## src/rtl/rx_word_aligner.sv

```systemverilog
// 8b/10b word aligner: finds the K28.5 comma boundary in the recovered bit stream,
// qualifies it through a SEARCH/VERIFY/LOCKED FSM and emits aligned 10-bit code groups.
module rx_word_aligner #(
    parameter int unsigned LOCK_COMMAS = 2,
    parameter int unsigned MISS_LIMIT  = 3
) (
    input  logic       BitCLK,
    input  logic       Reset,
    input  logic       Dn,
    output logic [9:0] word_out,
    output logic       word_valid,
    output logic       comma_det,
    output logic       aligned,
    output logic [7:0] slip_cnt
);

    localparam logic [9:0]  K28_5_RDN = 10'h17C;
    localparam logic [9:0]  K28_5_RDP = 10'h283;
    localparam int unsigned HITS_W    = $clog2(LOCK_COMMAS + 1);
    localparam int unsigned MISS_W    = $clog2(MISS_LIMIT + 1);

    localparam logic [HITS_W-1:0] HITS_ONE  = HITS_W'(1);
    localparam logic [HITS_W-1:0] HITS_LOCK = HITS_W'(LOCK_COMMAS);
    localparam logic [MISS_W-1:0] MISS_ONE  = MISS_W'(1);
    localparam logic [MISS_W-1:0] MISS_LIM  = MISS_W'(MISS_LIMIT);
    localparam logic [MISS_W-1:0] MISS_ZERO = MISS_W'(0);
    localparam logic [3:0]        CNT_LAST  = 4'd9;
    localparam logic [7:0]        SLIP_MAX  = 8'd255;

    typedef enum logic [1:0] {
        ST_SEARCH = 2'd0,
        ST_VERIFY = 2'd1,
        ST_LOCKED = 2'd2
    } state_t;

    function automatic logic is_k28_5(input logic [9:0] grp);
        return (grp == K28_5_RDN) || (grp == K28_5_RDP);
    endfunction

    state_t              state_q, state_d;
    logic [9:0]          sr_q;
    logic [9:0]          sr_d;
    logic [3:0]          bit_cnt_q, bit_cnt_d;
    logic [HITS_W-1:0]   hits_q, hits_d;
    logic [MISS_W-1:0]   miss_cnt_q, miss_cnt_d;
    logic [9:0]          word_out_q, word_out_d;
    logic                word_valid_q, word_valid_d;
    logic                comma_det_q, comma_det_d;
    logic                aligned_q, aligned_d;
    logic [7:0]          slip_cnt_q, slip_cnt_d;

    logic                comma_hit_s;
    logic                boundary_s;
    logic                capture_s;
    logic [HITS_W-1:0]   hits_inc_s;
    logic [MISS_W-1:0]   miss_inc_s;

    // Datapath view of this edge: incoming window, comma match and boundary phase.
    always_comb begin
        sr_d        = {Dn, sr_q[9:1]};
        comma_hit_s = is_k28_5(sr_d);
        boundary_s  = (bit_cnt_q == CNT_LAST);
        hits_inc_s  = hits_q + HITS_ONE;
        miss_inc_s  = miss_cnt_q + MISS_ONE;
    end

    // Lock FSM next-state, capture decision and counter updates.
    always_comb begin
        state_d    = state_q;
        hits_d     = hits_q;
        miss_cnt_d = miss_cnt_q;
        slip_cnt_d = slip_cnt_q;
        capture_s  = 1'b0;
        case (state_q)
            ST_SEARCH: begin
                if (comma_hit_s) begin
                    capture_s  = 1'b1;
                    hits_d     = HITS_ONE;
                    miss_cnt_d = MISS_ZERO;
                    if (HITS_ONE == HITS_LOCK) begin
                        state_d = ST_LOCKED;
                    end else begin
                        state_d = ST_VERIFY;
                    end
                end else begin
                    state_d = ST_SEARCH;
                end
            end
            ST_VERIFY: begin
                if (boundary_s) begin
                    capture_s = 1'b1;
                    if (comma_hit_s) begin
                        hits_d = hits_inc_s;
                        if (hits_inc_s == HITS_LOCK) begin
                            state_d    = ST_LOCKED;
                            miss_cnt_d = MISS_ZERO;
                        end else begin
                            state_d = ST_VERIFY;
                        end
                    end else begin
                        hits_d = hits_q;
                    end
                end else if (comma_hit_s) begin
                    // Comma at a new phase: move the boundary onto it right away.
                    capture_s = 1'b1;
                    hits_d    = HITS_ONE;
                end else begin
                    capture_s = 1'b0;
                end
            end
            ST_LOCKED: begin
                if (boundary_s) begin
                    capture_s = 1'b1;
                    if (comma_hit_s) begin
                        miss_cnt_d = MISS_ZERO;
                    end else begin
                        miss_cnt_d = miss_cnt_q;
                    end
                end else if (comma_hit_s) begin
                    if (miss_inc_s == MISS_LIM) begin
                        state_d    = ST_SEARCH;
                        miss_cnt_d = MISS_ZERO;
                        if (slip_cnt_q == SLIP_MAX) begin
                            slip_cnt_d = SLIP_MAX;
                        end else begin
                            slip_cnt_d = slip_cnt_q + 8'd1;
                        end
                    end else begin
                        miss_cnt_d = miss_inc_s;
                    end
                end else begin
                    capture_s = 1'b0;
                end
            end
            default: begin
                state_d    = ST_SEARCH;
                hits_d     = '0;
                miss_cnt_d = MISS_ZERO;
            end
        endcase
    end

    // Output register next values and bit phase counter.
    always_comb begin
        if (capture_s || boundary_s) begin
            bit_cnt_d = 4'd0;
        end else begin
            bit_cnt_d = bit_cnt_q + 4'd1;
        end
        if (capture_s) begin
            word_out_d = sr_d;
        end else begin
            word_out_d = word_out_q;
        end
        word_valid_d = capture_s;
        comma_det_d  = capture_s & comma_hit_s;
        aligned_d    = (state_d == ST_LOCKED);
    end

    // State and output registers with synchronous reset.
    always_ff @(posedge BitCLK) begin
        if (Reset) begin
            state_q      <= ST_SEARCH;
            sr_q         <= 10'd0;
            bit_cnt_q    <= 4'd0;
            hits_q       <= '0;
            miss_cnt_q   <= '0;
            word_out_q   <= 10'd0;
            word_valid_q <= 1'b0;
            comma_det_q  <= 1'b0;
            aligned_q    <= 1'b0;
            slip_cnt_q   <= 8'd0;
        end else begin
            state_q      <= state_d;
            sr_q         <= sr_d;
            bit_cnt_q    <= bit_cnt_d;
            hits_q       <= hits_d;
            miss_cnt_q   <= miss_cnt_d;
            word_out_q   <= word_out_d;
            word_valid_q <= word_valid_d;
            comma_det_q  <= comma_det_d;
            aligned_q    <= aligned_d;
            slip_cnt_q   <= slip_cnt_d;
        end
    end

    assign word_out   = word_out_q;
    assign word_valid = word_valid_q;
    assign comma_det  = comma_det_q;
    assign aligned    = aligned_q;
    assign slip_cnt   = slip_cnt_q;

endmodule

```

## config.mk

```make
export PLATFORM = sky130hd
export DESIGN_NAME = rx_word_aligner
export DESIGN_NICKNAME = d
export VERILOG_FILES = /design/src/rtl/rx_word_aligner.sv
export SDC_FILE = /design/constraint.sdc
export NUM_CORES = 1
export LEC_CHECK = 0
export ABC_CLOCK_PERIOD_IN_PS = 4500
export CAP_MARGIN = 30
export CORE_ASPECT_RATIO = 1.1
export CORE_MARGIN = 2
export CORE_UTILIZATION = 45
export DETAILED_ROUTE_END_ITERATION = 8
export GPL_ROUTABILITY_DRIVEN = 0
export PLACE_DENSITY = 0.68
export SYNTH_ARGS = -nofsm -noshare
export SYNTH_HDL_FRONTEND = slang
export SYNTH_SLANG_ARGS = --single-unit
```

## constraint.sdc

```tcl
create_clock -name BitCLK -period 4.5 [get_ports BitCLK]
set_input_delay 0.9 -clock BitCLK [delete_from_list [all_inputs] [get_ports BitCLK]]
set_output_delay 0.9 -clock BitCLK [all_outputs]
set_load 0.03 [all_outputs]
```

==> results of run 1 <==
-- area by class of cell --
| type | count | area (um^2) |
|---|---|---|
| multi-input cells | 123 | 832 |
| clock inverters | 2 | 10.0 |
| inverters | 5 | 18.8 |
| fillers | 340 | 1570 |
| flip-flops and latches | 40 | 801 |
| well taps | 50 | 62.6 |
| repair buffers | 25 | 249 |
| clock buffers | 6 | 82.6 |
-- state kept, by name (all words and copies together), names as in the netlist --
name	cells
word_out	10
state_q	2
miss_cnt_q	2
bit_cnt_q	4
slip_cnt	8
aligned	1
comma_det	1
word_valid	1
sr_q	9
hits_q	2
-- power groups by stage --
| stage | clock, uW | sequential (uW) | combinational [uW] |
|---|---|---|---|
| after floorplan | 0 | 368 | 13.2 |
| after global placement | 0 | 369 | 17.4 |
| after detailed placement | 0 | 369 | 19.0 |
| after CTS | 253 | 361 | 19.0 |
| after global routing | 265 | 361 | 20.6 |
| final | 246 | 361 | 18.9 |
-- through the flow --
stage	utilization	hold slack, ns	area (um^2)	power [uW]	instances
CTS	0.567	0.474	2060	633	251
detailed placement	0.541	0.457	1960	388	243
global route	0.567	0.503	2060	647	251
finish	0.567	0.472	2060	626	251
floorplan	-	0.434	1690	381	175
global placement	0.538	0.441	1950	386	242
-- cell usage in the layout (no fill, tap or decap), types with 2 or more instances in the layout --
cell type / instances
sky130_fd_sc_hd__a311oi_1: 2
sky130_fd_sc_hd__nand4_1: 3
sky130_fd_sc_hd__o21ai_0: 3
sky130_fd_sc_hd__nor3_1: 6
sky130_fd_sc_hd__o211a_1: 2
sky130_fd_sc_hd__ha_1: 4
sky130_fd_sc_hd__nor2_1: 24
sky130_fd_sc_hd__nor3_2: 3
sky130_fd_sc_hd__nand3_1: 5
sky130_fd_sc_hd__dfxtp_1: 40
sky130_fd_sc_hd__clkinv_2: 2
sky130_fd_sc_hd__nand2b_1: 5
sky130_fd_sc_hd__nand2_1: 6
sky130_fd_sc_hd__nor2b_1: 12
sky130_fd_sc_hd__clkbuf_8: 6
sky130_fd_sc_hd__a21oi_1: 6
sky130_fd_sc_hd__nor4_1: 3
sky130_fd_sc_hd__clkdlybuf4s50_1: 23
sky130_fd_sc_hd__a41oi_1: 2
sky130_fd_sc_hd__mux2i_1: 10
sky130_fd_sc_hd__a211oi_1: 4
sky130_fd_sc_hd__inv_1: 5
sky130_fd_sc_hd__a22o_1: 2
-- path summary, 6_finish.rpt --
kind                  end  slack [ns]  depth (start not counted)
min reg2reg  bit_cnt_q[0]        0.47                          1
max           slip_cnt[3]        1.84                          6
max reg2reg   word_out[8]        2.57                          8
min          bit_cnt_q[0]        0.47                          1
-- kinds of logic after synthesis --
family                     count (synthesis)  share of synthesized area
adders and majority gates                  4                     0.0295
DFF                                       40                      0.473
and+or+nand+nor                           78                      0.259
muxes                                     10                     0.0591
buffers and inverters                     12                     0.0362
xor gates and xnor gates                   2                     0.0103
AOI/OAI and AO/OA                         29                      0.134
-- per-layer routing --
metal  share of wire  GRT usage  vias up
met1            0.47      0.190      628
met4           0.019     0.0861        0
met5               0          0        -
met3           0.040     0.0526        5
met2            0.47      0.278       31
li1                -          -      673
==> metrics, run 1 <==
result of the run completed; switching power summed over all nets 139 uW; initial core utilization 0.467; number of nets still failing antenna checks after routing 0; flip-flop and latch count after synthesis 40; fraction of final layout cells sized beyond drive strength 1 0.0846; via density per instance 5.33; Gates resized, CTS repair 0; Post-synth top cells sky130_fd_sc_hd__dfxtp_1, sky130_fd_sc_hd__nor2_1, sky130_fd_sc_hd__nor2b_1; min cycle time layout 2.66 ns; final total negative setup slack 0 ns; clock-pin slew reported for the worst setup and hold paths after clock tree synthesis 0.07 ns; LEAKAGE 0.000819 uW; leading cell types by total area after synthesis sky130_fd_sc_hd__dfxtp_1, sky130_fd_sc_hd__mux2i_1, sky130_fd_sc_hd__nor2_1; final worst-path cycle share 0.591; standard-cell row count 23; Critical path origin Dn; number of design rule violations left after detail routing 0; detailed-route via count 1337; CTS sink count 40; Seq pwr share 0.576; Fin Clk Skew 0.00466 ns; number of input and output port buffers inserted 23; Final HPWL DP 2420 um; portion of total power attributed to the clock network 0.394; Total Routing Usage GR 0.165; H-tree levels 2; Max Clk Rate 0.376 GHz; standard cell with the maximum stage delay on the critical path sky130_fd_sc_hd__or4b_1; Power per Cell Area 304 mW/mm^2; top-count cell post-synth sky130_fd_sc_hd__dfxtp_1; critical path capture point type register; post-CTS setup buffers 0; minimum setup slack in the final design 1.84 ns; Top FF cell, synth sky130_fd_sc_hd__dfxtp_1; RSZ-0062 raised after global routing no; nets in the synthesized netlist 182; full die area 0.00427 mm^2; r2r startpoint bit_cnt_q[1]; Slew HR 0.653; path class of the lowest-slack min-delay path reg2reg; worst skew pair latency 0.30 ns; x dimension of the die 62.5 um; synthesized netlist cell count 175; root buffer cell sky130_fd_sc_hd__clkbuf_8; final hold violation count 0; setup slack at placement 1.50 ns; Max stage delay on crit path 0.58 ns; global-route wire length before repair 5420 um; Yosys warnings 0; placeable core region 0.00363 mm^2; switching part of the total 0.222; post-synthesis async set-or-reset flop share 0; Detailed Route WL 3280 um; origin of the worst min-delay path bit_cnt_q[0]; antenna violations before repair 0; DRC marker count from the first detailed-route iteration 82; EDFF count, synth 0; cell type with the largest total area after synthesis sky130_fd_sc_hd__dfxtp_1; via count of the first global-routing pass 1234; clock buffer count from CTS 5; post-cts hold buffer count 0; area fraction of the dominant cell type after synthesis 0.473; Netlist cell types 44; count of buffer and inverter cells on the critical path 1; critical path data arrival time 2.87 ns; IR Drop Worst-Case VDD 224 uV; type of the setup path with the least slack in2reg; ANT cells 0; largest driver fanout on the critical path 7; pin count of the biggest net entering global routing 23; vertical die dimension 68.4 um; sequence of cells on the critical path clkdlybuf4s50_1, or4b_1, nor3_2, o211ai_1, o21ba_1, a211oi_1; worst path required time 4.71 ns; number of setup violations in the final report 0; DRT Pass-1 Iters 4; Pins Over Slew Limit 0; CTS tree done; P&R area growth vs syn 21.3%; internal cell power 487 uW; Nets 207; Avg Cell Area, Syn 9.68 um^2; post-synthesis instance area 0.00169 mm^2; kind of start point of the critical path primary input; logic gate share of total power 0.030; worst slew pin tran 0.517 ns; maximum count of clock buffers along a single path 2; Max Cap Violations 0; Crit path max-delay family simple AND/OR/NAND/NOR gates; sequential-to-total area share from yosys stat 0.473; Top-Level Pins 24; overall overflow remaining after global route 0; average wire per cell in the routed design 13.1 um
No activity file was read; power rests on OpenSTA's default activity.
==> run 2, diff against run 1 <==
--- a/config.mk
+++ b/config.mk
@@ -5,7 +5,7 @@
 export SDC_FILE = /design/constraint.sdc
 export NUM_CORES = 1
 export LEC_CHECK = 0
-export ABC_CLOCK_PERIOD_IN_PS = 4500
+export ABC_CLOCK_PERIOD_IN_PS = 2600
 export CAP_MARGIN = 30
 export CORE_ASPECT_RATIO = 1.1
 export CORE_MARGIN = 2
==> constraint.sdc (replaced) <==
create_clock -name BitCLK -period 2.6 [get_ports BitCLK]
set_input_delay 0.52 -clock BitCLK [delete_from_list [all_inputs] [get_ports BitCLK]]
set_output_delay 0.52 -clock BitCLK [all_outputs]
set_load 0.03 [all_outputs]
==> metrics, run 2 (same netlist as run 1, synthesis figures left out) <==
via count of the first global-routing pass 1325 (+7.4%); final worst-path cycle share 0.900; minimum setup slack in the final design 0.259 ns (-1.58 ns); Final HPWL DP 2490 um (+2.8%); x dimension of the die 62.5 um (unchanged); RSZ-0062 raised after global routing no; critical path data arrival time 2.52 ns (-0.35 ns); clock-pin slew reported for the worst setup and hold paths after clock tree synthesis 0.08 ns (about the same); placeable core region 0.00363 mm^2 (unchanged); vertical die dimension 68.4 um (unchanged); initial core utilization 0.467 (unchanged); DRC marker count from the first detailed-route iteration 78 (-4.9%); CTS tree done; standard-cell row count 23 (unchanged); clock buffer count from CTS 5 (unchanged); number of input and output port buffers inserted 23 (unchanged); most frequent cells in the layout sky130_fd_sc_hd__dfxtp_1, sky130_fd_sc_hd__nor2_1, sky130_fd_sc_hd__clkdlybuf4s50_1, sky130_fd_sc_hd__nor2b_1, sky130_fd_sc_hd__mux2i_1; LEAKAGE 0.000861 uW (+5.1%); worst path required time 2.78 ns (-1.93 ns); maximum count of clock buffers along a single path 2 (unchanged); path class of the lowest-slack min-delay path reg2reg; post-cts hold buffer count 0 (unchanged); Pwr Total 1350 uW (+120%); worst skew pair latency 0.29 ns (about the same); Max Clk Rate 0.427 GHz; R2R depth 7 (-1); Cell Count Post-Placement 246 (+1.2%); setup slack at placement -0.0109 ns (-1.51 ns); overall overflow remaining after global route 0 (unchanged); worst hold path cell count 1 (unchanged); number of standard cells in the layout, taps in and fillers out 254 (+1.2%); number of design rule violations left after detail routing 0 (unchanged); Power per Cell Area 631 mW/mm^2 (+110%); detailed-route via count 1369 (+2.4%); Pins Over Slew Limit 0 (unchanged); H-tree levels 2 (unchanged); Fin Clk Skew 0.00634 ns (+0.00168 ns); reg2reg setup slack 0.63 ns (-1.94 ns); root buffer cell sky130_fd_sc_hd__clkbuf_8; number of setup violations in the final report 0 (unchanged); final hold violation count 0 (unchanged); DRT Pass-1 Iters 4 (unchanged); kind of start point of the critical path primary input; via density per instance 5.39 (+1.2%); IR Drop Worst-Case VDD 360 uV (+61%); pin count of the biggest net entering global routing 18 (-22%); global-route wire length before repair 5820 um (+7.4%); type of the setup path with the least slack in2reg; ANT cells 0 (unchanged); number of nets still failing antenna checks after routing 0 (unchanged); Max Cap Violations 0 (unchanged); largest driver fanout on the critical path 7 (unchanged); CTS sink count 40 (unchanged); critical path capture point type register; Detailed Route WL 3420 um (+4.4%); Gates resized, CTS repair 0 (unchanged); Slew HR 0.659 (+0.00552); min cycle time layout 2.34 ns; fraction of final layout cells sized beyond drive strength 1 0.0980 (+0.0135); P&R area growth vs syn 26.6%; full die area 0.00427 mm^2 (unchanged); worst slew pin tran 0.509 ns (-0.00823 ns); average wire per cell in the routed design 13.5 um (+3.1%); Nets 210 (+1.4%); post-CTS setup buffers 0 (unchanged); result of the run completed; most common cell after layout, fill and taps aside sky130_fd_sc_hd__dfxtp_1; Total Routing Usage GR 0.172 (+0.00738); Top-Level Pins 24 (unchanged); antenna violations before repair 0 (unchanged); number of flip-flops in the largest register 10 (unchanged)
## run 2: cell types whose count changed in the layout (fill, tap and decap cells not counted)
cell / delta
sky130_fd_sc_hd__buf_4: +3
sky130_fd_sc_hd__bufinv_16: +3
sky130_fd_sc_hd__clkinv_2: -2
sky130_fd_sc_hd__clkbuf_8: -1
## run 2: worst paths after layout
| kind | from | endpoint |
|---|---|---|
| max | Dn | slip_cnt[3] |
| min | bit_cnt_q[0] | bit_cnt_q[0] |
| max reg2reg | bit_cnt_q[1] | slip_cnt[3] |
| min reg2reg | bit_cnt_q[0] | bit_cnt_q[0] |
## run 2: cell type report
type                            count  area [um^2]
Inverter                            5         18.8
Tap cell                           50         62.6
Timing Repair Buffer               28          272
Sequential cell                    40          801
Clock inverter                      3         90.1
Multi-Input combinational cell    123          832
Clock buffer                        5         68.8
Fill cell                         346         1480
## run 2: metal layers
layer / routed length [um] / GRT usage / vias up
met5: 0 / 0 / -
met4: 46 / 0.0667 / 0
met3: 146 / 0.0411 / 6
met2: 1760 / 0.317 / 27
met1: 1470 / 0.196 / 651
li1: - / - / 685
## run 2: power breakdown
part           total (uW)  internal [uW]  switching (uW)  leakage (uW)
combinational        32.7           13.6            19.2      0.000459
sequential            624            618            5.65      0.000323
clock                 696            480             216     0.0000784
## run 2: worst max-delay path, stage by stage
cell and delay [ns]:
sky130_fd_sc_hd__clkdlybuf4s50_1 0.46, sky130_fd_sc_hd__or4b_1 0.59, sky130_fd_sc_hd__nor3_2 0.23, sky130_fd_sc_hd__o211ai_1 0.27, sky130_fd_sc_hd__a211oi_1 0.33, sky130_fd_sc_hd__a211oi_1 0.11
## run 2: through the flow
stage	setup TNS (ns)	hold slack [ns]	utilization	area [um^2]
5_1_grt	0	0.506	0.591	2140
6_report	0	0.472	0.591	2140
2_1_floorplan	0	0.434	-	1690
4_1_cts	0	0.482	0.591	2140
3_3_place_gp	-0.0152	0.440	0.545	1970
3_5_place_dp	-0.0109	0.464	0.548	1990
